$ cat config.mk
export PLATFORM = sky130hd
export DESIGN_NAME = sclk_tone_dcdr_flat
export DESIGN_NICKNAME = d
export VERILOG_FILES = /design/src/rtl/sclk_tone_dcdr_if.sv /design/src/rtl/sclk_tone_dcdr.sv /design/src/flat_wrapper.sv
export SDC_FILE = /design/constraint.sdc
export NUM_CORES = 1
export LEC_CHECK = 0
export BUFFER_PORTS_ARGS = -buffer_cell sky130_fd_sc_hd__buf_2
export CORE_ASPECT_RATIO = 1.75
export CORE_MARGIN = 2
export CORE_UTILIZATION = 65
export DETAILED_ROUTE_END_ITERATION = 10
export PLACE_DENSITY = 0.9
export SLEW_MARGIN = 5
export SYNTH_ARGS = -nofsm -noshare
export SYNTH_HDL_FRONTEND = slang
export SYNTH_SLANG_ARGS = --single-unit
$ cat constraint.sdc
create_clock -name clk -period 5.8 [get_ports clk]
set_input_delay 0.58 -clock clk [delete_from_list [all_inputs] [get_ports clk]]
set_output_delay 0.58 -clock clk [all_outputs]
set_load 0.01 [all_outputs]
$ cat src/rtl/sclk_tone_dcdr_if.sv
// Tone decoder port bundle: the incoming square-wave tone and the decoded
// note result. The tone source / result consumer uses the master view, the
// decoder itself uses the slave view.
interface sclk_tone_dcdr_if;
    logic       sclk_in;   // square-wave tone, asynchronous to clk
    logic [7:0] code;      // 0 = silent, 1..36 = note index, 8'hFF = unmatched
    logic       valid;     // one-cycle pulse whenever code is written
    logic       lock;      // high while the last search found a note

    modport master (
        output sclk_in,
        input  code,
        input  valid,
        input  lock
    );

    modport slave (
        input  sclk_in,
        output code,
        output valid,
        output lock
    );
endinterface

$ cat src/rtl/sclk_tone_dcdr.sv
// Square-wave tone decoder.
// Measures the number of clk cycles between consecutive edges of sclk_in and
// looks the measurement up in a 36-entry table of divider maxcounts, one
// entry per cycle. The first entry within TOL of the measurement wins. A tone
// that stops for TMO cycles is reported once as silent (code 0).
module sclk_tone_dcdr #(
    parameter int unsigned TOL = 16,
    parameter logic [16:0] TMO = 17'h10000
) (
    input  logic             clk,
    input  logic             rst,
    sclk_tone_dcdr_if.slave  tone
);

    typedef enum logic [1:0] {
        ST_WAIT,    // no reference edge yet
        ST_MEAS,    // counting cycles since the last edge
        ST_SEARCH,  // walking the table, one entry per cycle
        ST_DONE     // publish the result for one cycle
    } state_t;

    localparam logic [16:0] TOL_W    = 17'(TOL);
    localparam logic [5:0]  LAST_IDX = 6'd36;

    // Divider maxcount for each note index; index 0 is unused.
    // NOTE: this table is constant combinational logic, not storage, so it
    // has no reset and no write port.
    function automatic logic [15:0] tone_table(input logic [5:0] i);
        case (i)
            6'd1:    return 16'hBAA2;
            6'd2:    return 16'hB029;
            6'd3:    return 16'hA646;
            6'd4:    return 16'h9CF1;
            6'd5:    return 16'h9422;
            6'd6:    return 16'h8BD1;
            6'd7:    return 16'h83F8;
            6'd8:    return 16'h7C90;
            6'd9:    return 16'h7592;
            6'd10:   return 16'h6EF9;
            6'd11:   return 16'h68BF;
            6'd12:   return 16'h62DE;
            6'd13:   return 16'h5D51;
            6'd14:   return 16'h5814;
            6'd15:   return 16'h5323;
            6'd16:   return 16'h4E78;
            6'd17:   return 16'h4A11;
            6'd18:   return 16'h45E9;
            6'd19:   return 16'h41FC;
            6'd20:   return 16'h3E48;
            6'd21:   return 16'h3AC9;
            6'd22:   return 16'h377D;
            6'd23:   return 16'h345F;
            6'd24:   return 16'h316F;
            6'd25:   return 16'h2EA9;
            6'd26:   return 16'h2C0A;
            6'd27:   return 16'h2991;
            6'd28:   return 16'h273C;
            6'd29:   return 16'h2508;
            6'd30:   return 16'h22F4;
            6'd31:   return 16'h20FE;
            6'd32:   return 16'h1F24;
            6'd33:   return 16'h1D65;
            6'd34:   return 16'h1BBE;
            6'd35:   return 16'h1A30;
            6'd36:   return 16'h18B7;
            default: return 16'h0000;
        endcase
    endfunction

    // Synchronizer and edge detect
    logic sync1, sync2, sync_prev;
    logic edge_evt;

    // Interval counter and search datapath
    logic [16:0] cnt;
    logic [16:0] meas, meas_nxt;
    logic [5:0]  idx, idx_nxt;
    logic [7:0]  result, result_nxt;
    logic [16:0] tbl_val;
    logic [16:0] diff;
    logic        hit;

    // FSM
    state_t state, state_nxt;

    // Registered outputs
    logic [7:0] code_q;
    logic       valid_q;
    logic       lock_q;

    // Two-flop synchronizer plus a third flop holding the previous synced level.
    // NOTE: sequential state uses non-blocking assignments so every flop
    // samples the pre-edge value of its neighbour; blocking here would
    // collapse the chain into a single flop.
    always_ff @(posedge clk or posedge rst) begin
        if (rst) begin
            sync1     <= 1'b0;
            sync2     <= 1'b0;
            sync_prev <= 1'b0;
        end else begin
            sync1     <= tone.sclk_in;
            sync2     <= sync1;
            sync_prev <= sync2;
        end
    end

    // Either polarity of the synchronized tone is an edge event.
    assign edge_evt = sync2 ^ sync_prev;

    // Cycles since the last edge; cleared by an edge, saturating at TMO.
    always_ff @(posedge clk or posedge rst) begin
        if (rst) begin
            cnt <= '0;
        end else if (edge_evt) begin
            cnt <= '0;
        end else if (cnt != TMO) begin
            cnt <= cnt + 17'd1;
        end
    end

    // Distance between the measurement and the table entry under test.
    // A measurement above 16 bits can never be a valid divider count.
    assign tbl_val = {1'b0, tone_table(idx)};
    assign diff    = (meas >= tbl_val) ? (meas - tbl_val) : (tbl_val - meas);
    assign hit     = !meas[16] && (diff <= TOL_W);

    // State register and search datapath registers.
    always_ff @(posedge clk or posedge rst) begin
        if (rst) begin
            state  <= ST_WAIT;
            meas   <= '0;
            idx    <= '0;
            result <= '0;
        end else begin
            state  <= state_nxt;
            meas   <= meas_nxt;
            idx    <= idx_nxt;
            result <= result_nxt;
        end
    end

    // Next-state logic: reference edge, measure, table walk, publish.
    // NOTE: every signal assigned below gets a default first, so no path
    // through the case statement can leave one unassigned and infer a latch.
    always_comb begin
        state_nxt  = state;
        meas_nxt   = meas;
        idx_nxt    = idx;
        result_nxt = result;

        unique case (state)
            ST_WAIT: begin
                // First edge only establishes the reference point.
                if (edge_evt) begin
                    state_nxt = ST_MEAS;
                end
            end

            ST_MEAS: begin
                // An edge on the timeout cycle still counts as an edge.
                if (edge_evt) begin
                    meas_nxt  = cnt;
                    idx_nxt   = 6'd1;
                    state_nxt = ST_SEARCH;
                end else if (cnt == TMO) begin
                    result_nxt = 8'h00;
                    state_nxt  = ST_DONE;
                end
            end

            ST_SEARCH: begin
                if (edge_evt) begin
                    // A new interval supersedes the one being searched.
                    meas_nxt = cnt;
                    idx_nxt  = 6'd1;
                end else if (hit) begin
                    result_nxt = {2'b00, idx};
                    state_nxt  = ST_DONE;
                end else if (idx == LAST_IDX) begin
                    result_nxt = 8'hFF;
                    state_nxt  = ST_DONE;
                end else begin
                    idx_nxt = idx + 6'd1;
                end
            end

            ST_DONE: begin
                // After silence the next tone needs a fresh reference edge.
                state_nxt = (result == 8'h00) ? ST_WAIT : ST_MEAS;
            end

            default: begin
                state_nxt = ST_WAIT;
            end
        endcase
    end

    // Outputs change together on entry to DONE, so VALID and the new CODE
    // appear in the same cycle; CODE and LOCK hold otherwise.
    always_ff @(posedge clk or posedge rst) begin
        if (rst) begin
            code_q  <= 8'h00;
            valid_q <= 1'b0;
            lock_q  <= 1'b0;
        end else begin
            valid_q <= (state_nxt == ST_DONE);
            if (state_nxt == ST_DONE) begin
                code_q <= result_nxt;
                lock_q <= (result_nxt != 8'h00) && (result_nxt != 8'hFF);
            end
        end
    end

    assign tone.code  = code_q;
    assign tone.valid = valid_q;
    assign tone.lock  = lock_q;

endmodule

$ cat src/flat_wrapper.sv
// flat-port wrapper written by rule: the top's interface ports become plain ports
module sclk_tone_dcdr_flat 
#(
    parameter int unsigned TOL = 16,
    parameter logic [16:0] TMO = 17'h10000
)
  (clk, rst, tone_sclk_in, tone_code, tone_valid, tone_lock);
  sclk_tone_dcdr_if tone_i ();
  input  logic clk;
  input  logic rst;
  input wire logic [$bits(tone_i.sclk_in)-1:0] tone_sclk_in;
  output wire logic [$bits(tone_i.code)-1:0] tone_code;
  output wire logic [$bits(tone_i.valid)-1:0] tone_valid;
  output wire logic [$bits(tone_i.lock)-1:0] tone_lock;
  assign tone_i.sclk_in = tone_sclk_in;
  assign tone_code = tone_i.code;
  assign tone_valid = tone_i.valid;
  assign tone_lock = tone_i.lock;
  sclk_tone_dcdr #(.TOL(TOL), .TMO(TMO)) u_core (.clk(clk), .rst(rst), .tone(tone_i));
endmodule
==> summary.md, run 1 <==
| Metric | Value |
|---|---|
| R2R cell count | 23 |
| Post-DP HPWL | ~15000 µm |
| Via Count | 6156 |
| Actual slew at the worst max-slew pin | 1.01 ns |
| Clk network pwr share | ~18% |
| Max incr delay on CP | 0.43 ns |
| Clk pin slew, worst setup/hold paths | roughly 0.060 ns |
| Area grow syn2layout | 12.4% |
| Post-synth EDFFs | 0 |
| Number of global-route vias before repair | approximately 6100 |
| Share of layout cells above drive strength 1 | between 10% and 20% |
| Min Hold Slack | roughly 0.35 ns |
| TritonCTS buffer count | 9 |
| Yosys top cell by area | dfrtp_1 |
| Sw Pwr | between 1.5 and 2 mW |
| Arr. time, crit path | about 5.9 ns |
| GR Util All Layers | 40.1% |
| Post-route setup slack | between 0.1 and 0.15 ns |
| VDD IR-drop max | between 0.0004 and 0.0005 V |
| Cell Int Power | between 1.5 and 2 mW |
| Ys async rst share | between 90% and 100% |
| Cells on Worst Hold Path | 0 |
| Post-route ant nets | 0 |
| Synth unique cells | 75 |
| Crit-path cells | clkinv_1 -> buf_4 -> ha_1 -> nor2_1 -> a21oi_1 -> o22ai_1 -> o21ai_0 -> a21o_1 -> ha_1 -> a21o_1 -> a211o_1 -> a211o_1 -> a31oi_1 -> xnor2_1 -> o41ai_2 -> nor4b_2 -> buf_4 -> nand3_2 -> buf_4 -> mux2i_1 -> nand4_1 -> nor4b_2 -> a211oi_2 |
| Row count | between 40 and 50 |
| Combinational group share of total power | between 60% and 70% |
| Yosys warnings | 0 |
| Core area | about 9000 µm² |
| ANT cells | 0 |
| Crit path max-delay family | compound AO/OA/AOI/OAI gates |
| Hold WC Path Type | flip-flop to flip-flop |
| Wire per inst | between 20 and 25 µm |
| Fin nets | roughly 810 |
| Final Hold Vio Count | 0 |
| Outcome | finished, final reports clean |
| Sequential Power Share | around 16% |
| Root buf cell | clkbuf_16 |
| Fill count | 670 |
| First-pass GRT wire length | roughly 32000 µm |
| Part of the Yosys area used for sequential elements | approximately a quarter |
| Cell repeated most along the worst path | buf_4 |
| CTS Buffer Depth | 2 |
| Die width | between 70 and 80 µm |
| PwrDens | just under 500 nW/µm² |
| Worst Setup End Kind | flip-flop |
| Final Slew Violations | 0 |
| Starting Density | between 60% and 70% |
| CP Buf/Inv Count | 4 |
| Post-route clock period utilization | a little over nine tenths |
| CTS sink count | 63 |
| Post-DP Area | approximately 6300 µm² |
| Total grt overflow | 0 |
| Crit-path max FO | 10 |
| Slew margin rel. | between 30% and 40% |
| Req. time, crit path | approximately 6.0 ns |
| Register bit total from synthesis | 63 |
| Starting DRT DRC Count | 450 |
| GPL Wtd Cong | 1.02 |
| Fmax | about 180 MHz |
| DRC errors left | 0 |
| Post-Syn Instances | 738 |
| Final critical-path required period | between 5 and 6 ns |
| Syn_area_per_cell | just over 8 µm² |
| Synth top area cells | dfrtp_1, ha_1, mux2_2 |
| CP max stage cell | o41ai_2 |
| Routed vias/inst | 7.00 |
| CP Launch Type | flip-flop |
| Largest net degree at the start of global routing | 64 |
| Final total power | 3.34 mW |
| Worst Clk Skew | 0.00622 ns |
| CTS tree | done |
| Drt first pass iters | 5 |
| Die Height | 131 µm |
| Initial antenna violation count | 0 |
| Sw Ratio | around half |
| Post-synth top flop | dfrtp_1 |
| WP depth | 23 |
| Fin util | roughly three quarters |
| Count of input and output buffers | 12 |
| IO Pins | 13 |
| Top cell type's share of synthesized area | 26.3% |
| Syn Nets | roughly 790 |
| Die area | ~10000 µm² |
| Drt total wl | between 20000 and 25000 µm |
| Maximum capacitance violations | 0 |
| DP Worst Slack | -0.0740 ns |
| Synth Cell Area | 6000 µm² |
| Worst skew pair latency | between 0.3 and 0.4 ns |
| Final setup violation count | 0 |
| WS Path Type | flip-flop to flip-flop |
| CTS H-tree lvls | 3 |
| Static Leak | between 3 and 4 nW |
| Final Cell Area | a little under 7000 µm² |
-- power groups by stage --
stage | combinational (mW) | clock (mW) | sequential, mW
after global routing | 2.37 | 0.607 | 0.528
after CTS | 2.07 | 0.593 | 0.522
after floorplan | 1.46 | 0 | 0.521
final | 2.23 | 0.589 | 0.525
after global placement | 2.01 | 0 | 0.525
after detailed placement | 2.05 | 0 | 0.527
-- layer usage --
layer  routed length, µm  track usage, %  up-vias
met5                   0               0        -
met4                2050            31.9        0
met3                1300            5.56      146
met2               10200            71.7      392
met1                6690            40.8     2886
li1                    -               -     2732
-- worst paths after layout --
| path | start | endpoint | slack, ns |
|---|---|---|---|
| worst max-delay path | u_core.idx[1]$_DFFE_PP0P_ | u_core.tone.lock$_DFFE_PP0P_ | 0.10 |
| worst min-delay path | u_core.sync1$_DFF_PP0_ | u_core.sync2$_DFF_PP0_ | 0.35 |
| worst max register to register | u_core.idx[1]$_DFFE_PP0P_ | u_core.tone.lock$_DFFE_PP0P_ | 0.10 |
| worst min register to register | u_core.sync1$_DFF_PP0_ | u_core.sync2$_DFF_PP0_ | 0.35 |
| max in group asynchronous | rst | u_core.idx[3]$_DFFE_PP0P_ | 4.78 |
| min in group asynchronous | rst | u_core.cnt[12]$_DFFE_PP0P_ | 0.45 |
-- worst register-to-register path: cells and delay by family, from the launching register on --
kind                       cells  cell delay, ns
xor gates and xnor gates       1            0.19
adders and majority gates      2            0.63
muxes                          1            0.29
DFF                            1            0.35
AOI/OAI and AO/OA             10            2.32
and+or+nand+nor                5            1.15
buffers and inverters          4            0.64
-- state kept, by name, indices dropped and copies added (netlist names) --
| signal | cells |
|---|---|
| u_core.tone.valid | 1 |
| u_core.state | 2 |
| u_core.meas | 17 |
| u_core.cnt | 17 |
| u_core.idx | 6 |
| u_core.sync2 | 1 |
| u_core.tone.lock | 1 |
| u_core.result | 8 |
| u_core.sync_prev | 1 |
| u_core.tone.code | 8 |
| u_core.sync1 | 1 |
-- repair_timing --
item | 4_1_cts | 5_1_grt
pin swaps | 0 | 3
endpoints found under the setup margin | 3 | 22
hold buffers | 0 | 0
gates resized for setup | 3 | 23
setup buffers | 0 | 1
-- cell type report --
| type | count | area [µm²] | share of cell area (%) |
|---|---|---|---|
| Multi-Input combinational cell | 572 | 4100 | 60.7 |
| Sequential cell | 63 | 1580 | 23.4 |
| Timing Repair Buffer | 50 | 374 | 5.54 |
| Clock buffer | 9 | 225 | 3.34 |
| Inverter | 58 | 219 | 3.24 |
| Tap cell | 120 | 150 | 2.22 |
| Clock inverter | 7 | 104 | 1.54 |
-- cells in the mapped netlist (all sizes together) (3+ instances only) --
library cell / number
nand2: 63
a21boi: 3
xor2: 11
o31ai: 7
o21ai: 51
dfrtp: 63
o221ai: 3
a311oi: 6
o211a: 3
or2: 7
a211o: 8
nor4: 9
nand4: 15
a211oi: 9
a22oi: 7
nor4b: 5
mux2i: 8
ha: 48
buf: 15
o21a: 10
nor2b: 8
xnor2: 11
nor2: 54
o311ai: 3
inv: 56
nor3: 15
o41ai: 3
and3: 11
or4: 3
nand3: 23
o22ai: 8
nand2b: 7
or3: 12
and4: 6
mux2: 26
clkbuf: 30
o211ai: 4
o21bai: 4
a21oi: 47
a21o: 16
a31oi: 18
-- logic make-up (layout without fill, tap and decap cells) --
| family | after synthesis | in the layout | share of synthesized area [%] |
|---|---|---|---|
| AO/OA/AOI/OAI | 224 | 224 | 25.6 |
| XOR/XNOR | 22 | 22 | 3.21 |
| adder cells (fa/ha/maj) | 48 | 48 | 10.0 |
| buffers and inverters | 103 | 124 | 6.96 |
| flip-flops | 63 | 63 | 26.3 |
| multiplexers | 34 | 34 | 6.21 |
| AND/OR/NAND/NOR | 244 | 244 | 21.8 |
-- layout by cell type, fill, tap and decap left out, drive strengths merged, types with 9 or more instances in the layout --
cell / count
nand3: 23
o21ai: 51
a31oi: 18
mux2: 26
xnor2: 11
or3: 12
nand2: 63
nand4: 15
dfrtp: 63
a21oi: 47
ha: 48
nor2: 54
nor3: 15
o21a: 10
a21o: 16
and3: 11
clkbuf: 9
buf: 50
nor4: 9
xor2: 11
inv: 58
a211oi: 9
-- stage by stage --
step / TNS, ns / std cells
CTS: 0 / 878
detailed placement: -0.0888 / 862
global route: -0.0359 / 879
finish: 0 / 879
floorplan: 0 / 738
global placement: 0 / 862
Note: power is estimated with default switching activity, not from simulation.
==> run 2: changes to the inputs <==
--- a/config.mk
+++ b/config.mk
@@ -6,11 +6,12 @@
 export NUM_CORES = 1
 export LEC_CHECK = 0
 export BUFFER_PORTS_ARGS = -buffer_cell sky130_fd_sc_hd__buf_2
-export CORE_ASPECT_RATIO = 1.75
+export CORE_ASPECT_RATIO = 0.6
 export CORE_MARGIN = 2
 export CORE_UTILIZATION = 65
 export DETAILED_ROUTE_END_ITERATION = 10
 export PLACE_DENSITY = 0.9
+export REMOVE_ABC_BUFFERS = 1
 export SLEW_MARGIN = 5
 export SYNTH_ARGS = -nofsm -noshare
 export SYNTH_HDL_FRONTEND = slang
==> run 2 against run 1 <==
  * Via count is 3.6% higher
  * Die area hardly changed
  * Global-route usage is 0.24 points lower
  * Utilization is 1.8 points higher
  * Sequential share of layout area is 0.68 points lower
  * Largest cell class unchanged
  * Register-to-register slack hardly changed
  * Total power is 5.9% higher
==> summary.md, run 2 (synthesized netlist as in run 1, its figures left out) <==
| Metric | Value |
|---|---|
| Wire per inst | 22.6 µm (was 23.0 µm) |
| Starting Density | 66.1% (was 66.4%) |
| Combinational group share of total power | 68.3% (was 66.7%) |
| TritonCTS buffer count | 9 (unchanged) |
| Largest net degree at the start of global routing | 64 (unchanged) |
| Root buf cell | clkbuf_16 (unchanged) |
| Number of global-route vias before repair | 5958 (was 6070) |
| CTS sink count | 63 (unchanged) |
| Drt total wl | 20000 µm (was 20200 µm) |
| Worst skew pair latency | 0.34 ns (was 0.33 ns) |
| Initial antenna violation count | 0 (unchanged) |
| Final Hold Vio Count | 0 (unchanged) |
| GR Util All Layers | 39.8% (was 40.1%) |
| Final Cell Area | 6950 µm² (was 6750 µm²) |
| Crit path max-delay family | simple AND/OR/NAND/NOR gates (was compound AO/OA/AOI/OAI gates) |
| IO Pins | 13 (unchanged) |
| Starting DRT DRC Count | 1187 (was 450) |
| Fmax | 175 MHz (was 176 MHz) |
| Core area | 9090 µm² (was 9040 µm²) |
| First-pass GRT wire length | 31400 µm (was 31800 µm) |
| Crit-path max FO | 7 (was 10) |
| VDD IR-drop max | 0.000292 V (was 0.000495 V) |
| Sw Ratio | 49.3% (was 49.1%) |
| Cell repeated most along the worst path | ha_1 (was buf_4) |
| Final setup violation count | 0 (unchanged) |
| CTS H-tree lvls | 3 (unchanged) |
| Count of input and output buffers | 12 (unchanged) |
| Die width | 128 µm (was 76.6 µm) |
| Min Hold Slack | 0.344 ns (was 0.352 ns) |
| Share of layout cells above drive strength 1 | 20.9% (was 17.5%) |
| CP max stage cell | mux2i_1 (was o41ai_2) |
| Fin cells | 885 (was 879) |
| Post-route clock period utilization | 98.3% (was 98.2%) |
| CP Buf/Inv Count | 2 (was 4) |
| Clk network pwr share | 17.0% (was 17.6%) |
| GPL Wtd Cong | 1.07 (was 1.02) |
| Fin nets | 815 (was 805) |
| CTS Buffer Depth | 2 (unchanged) |
| Arr. time, crit path | 5.89 ns (was 5.90 ns) |
| Max incr delay on CP | 0.41 ns (was 0.43 ns) |
| Drt first pass iters | 6 (was 5) |
| Outcome | finished, final reports clean (unchanged) |
| Final critical-path required period | 5.70 ns (about the same) |
| Via Count | 6377 (was 6156) |
| Row count | 27 (was 46) |
| DRC errors left | 0 (unchanged) |
| Post-route setup slack | 0.0985 ns (was 0.103 ns) |
| Post-route ant nets | 0 (unchanged) |
| Crit-path cells | inv_1 -> buf_4 -> ha_1 -> nor3_1 -> o221ai_1 -> o211a_1 -> or2_2 -> ha_1 -> nor2b_2 -> o21bai_2 -> a21oi_1 -> or3_1 -> a211o_1 -> o41ai_4 -> and4bb_1 -> nand3_2 -> mux2i_1 -> nand4_1 -> nor4b_2 -> a211oi_2 (was clkinv_1 -> buf_4 -> ha_1 -> nor2_1 -> a21oi_1 -> o22ai_1 -> o21ai_0 -> a21o_1 -> ha_1 -> a21o_1 -> a211o_1 -> a211o_1 -> a31oi_1 -> xnor2_1 -> o41ai_2 -> nor4b_2 -> buf_4 -> nand3_2 -> buf_4 -> mux2i_1 -> nand4_1 -> nor4b_2 -> a211oi_2) |
| Worst Setup End Kind | flip-flop (unchanged) |
| DP Worst Slack | -0.0694 ns (was -0.0740 ns) |
| ANT cells | 0 (unchanged) |
| Post-DP HPWL | 13800 µm (was 14800 µm) |
| Actual slew at the worst max-slew pin | 0.856 ns (was 1.01 ns) |
| Maximum capacitance violations | 0 (unchanged) |
| Final total power | 3.54 mW (was 3.34 mW) |
| Clk pin slew, worst setup/hold paths | 0.06 ns (about the same) |
| Static Leak | 3.22 nW (was 3.15 nW) |
| Routed vias/inst | 7.21 (was 7.00) |
| Slew margin rel. | 42.5% (was 32.2%) |
| Most frequent cells in the layout | nand2_1, dfrtp_1, inv_1, nor2_1 (was nand2_1, dfrtp_1, inv_1, nor2_1, a21oi_1) |
| CTS Hold Bufs | 0 (unchanged) |
| Commonest non-fill, non-tap cell in the layout | nand2_1 (unchanged) |
| WS Path Type | flip-flop to flip-flop (unchanged) |
| Sequential Power Share | 14.7% (was 15.7%) |
| Worst Clk Skew | 0.00785 ns (was 0.00622 ns) |
| Post-DP Area | 6370 µm² (was 6320 µm²) |
| Total grt overflow | 0 (unchanged) |
| Die area | 10000 µm² (was 10100 µm²) |
| Final Slew Violations | 0 (unchanged) |
| CTS tree | done (unchanged) |
| Die Height | 78.4 µm (was 131 µm) |
| Area grow syn2layout | 15.8% (was 12.4%) |
| Cell Int Power | 1.79 mW (was 1.70 mW) |
| PwrDens | 509 nW/µm² (was 495 nW/µm²) |
| Req. time, crit path | 5.99 ns (was 6.00 ns) |
| Dpl cells | 864 (was 862) |
| Sw Pwr | 1.74 mW (was 1.64 mW) |
| Hold WC Path Type | primary input to flip-flop (was flip-flop to flip-flop) |
| Top Registers | u_core.cnt x17, u_core.meas x17 (unchanged) |
| CP Launch Type | flip-flop (unchanged) |
## run 2: cell type report
cell class              instances  area [µm²]
clock inverters                 6        92.6
inverters                      58         221
multi-input cells             572        4200
repair inverters                1        5.00
well taps                     116         145
flip-flops and latches         63        1580
fillers                       602        2140
repair buffers                 59         468
clock buffers                  10         239
## run 2: metrics by stage
stage               util, %  setup TNS [ns]
floorplan                 -               0
global placement       70.1               0
detailed placement     70.1         -0.0694
CTS                    73.9               0
global route           76.5         -0.0623
finish                 76.5               0
## run 2: worst register-to-register path, cell delays in order, from the launching register on
cell and delay (ns):
dfrtp_1 0.34, inv_1 0.08, buf_4 0.19, ha_1 0.22, nor3_1 0.29, o221ai_1 0.21
o211a_1 0.16, or2_2 0.29, ha_1 0.34, nor2b_2 0.19, o21bai_2 0.36, a21oi_1 0.17
or3_1 0.38, a211o_1 0.38, o41ai_4 0.40, and4bb_1 0.33, nand3_2 0.22, mux2i_1 0.42
nand4_1 0.21, nor4b_2 0.29, a211oi_2 0.10
## run 2: power by group through the flow
stage | Combinational, mW | Sequential, mW | Clock [mW]
2_1_floorplan | 1.40 | 0.536 | 0
3_3_place_gp | 2.00 | 0.518 | 0
3_5_place_dp | 2.05 | 0.521 | 0
4_1_cts | 2.10 | 0.515 | 0.596
5_1_grt | 2.57 | 0.522 | 0.616
6_report | 2.42 | 0.519 | 0.601
## run 2: metal layers
layer	vias up	track usage, %	share of wire (%)
met5	-	0	0
met4	0	13.0	3.4
met3	115	13.0	13
met2	459	56.7	41
met1	3043	57.0	42
li1	2760	-	-
## run 2: worst paths after layout
check / from / endpoint / slack (ns) / cells past startpoint
worst min register to register: u_core.sync1$_DFF_PP0_ / u_core.sync2$_DFF_PP0_ / 0.35 / 0
worst max register to register: u_core.idx[0]$_DFFE_PP0P_ / u_core.tone.lock$_DFFE_PP0P_ / 0.1 / 20
max in group asynchronous: rst / u_core.idx[3]$_DFFE_PP0P_ / 4.81 / 3
min in group asynchronous: rst / u_core.tone.code[6]$_DFFE_PP0P_ / 0.45 / 3
worst min-delay path: tone_sclk_in / u_core.sync1$_DFF_PP0_ / 0.34 / 1
worst max-delay path: u_core.idx[0]$_DFFE_PP0P_ / u_core.tone.lock$_DFFE_PP0P_ / 0.1 / 20
## run 2: what timing repair did
action	CTS	global route
resized for setup	3	42
pin swaps	0	6
buffers inserted	0	3
gates cloned	0	2
endpoints found under the setup margin	9	15
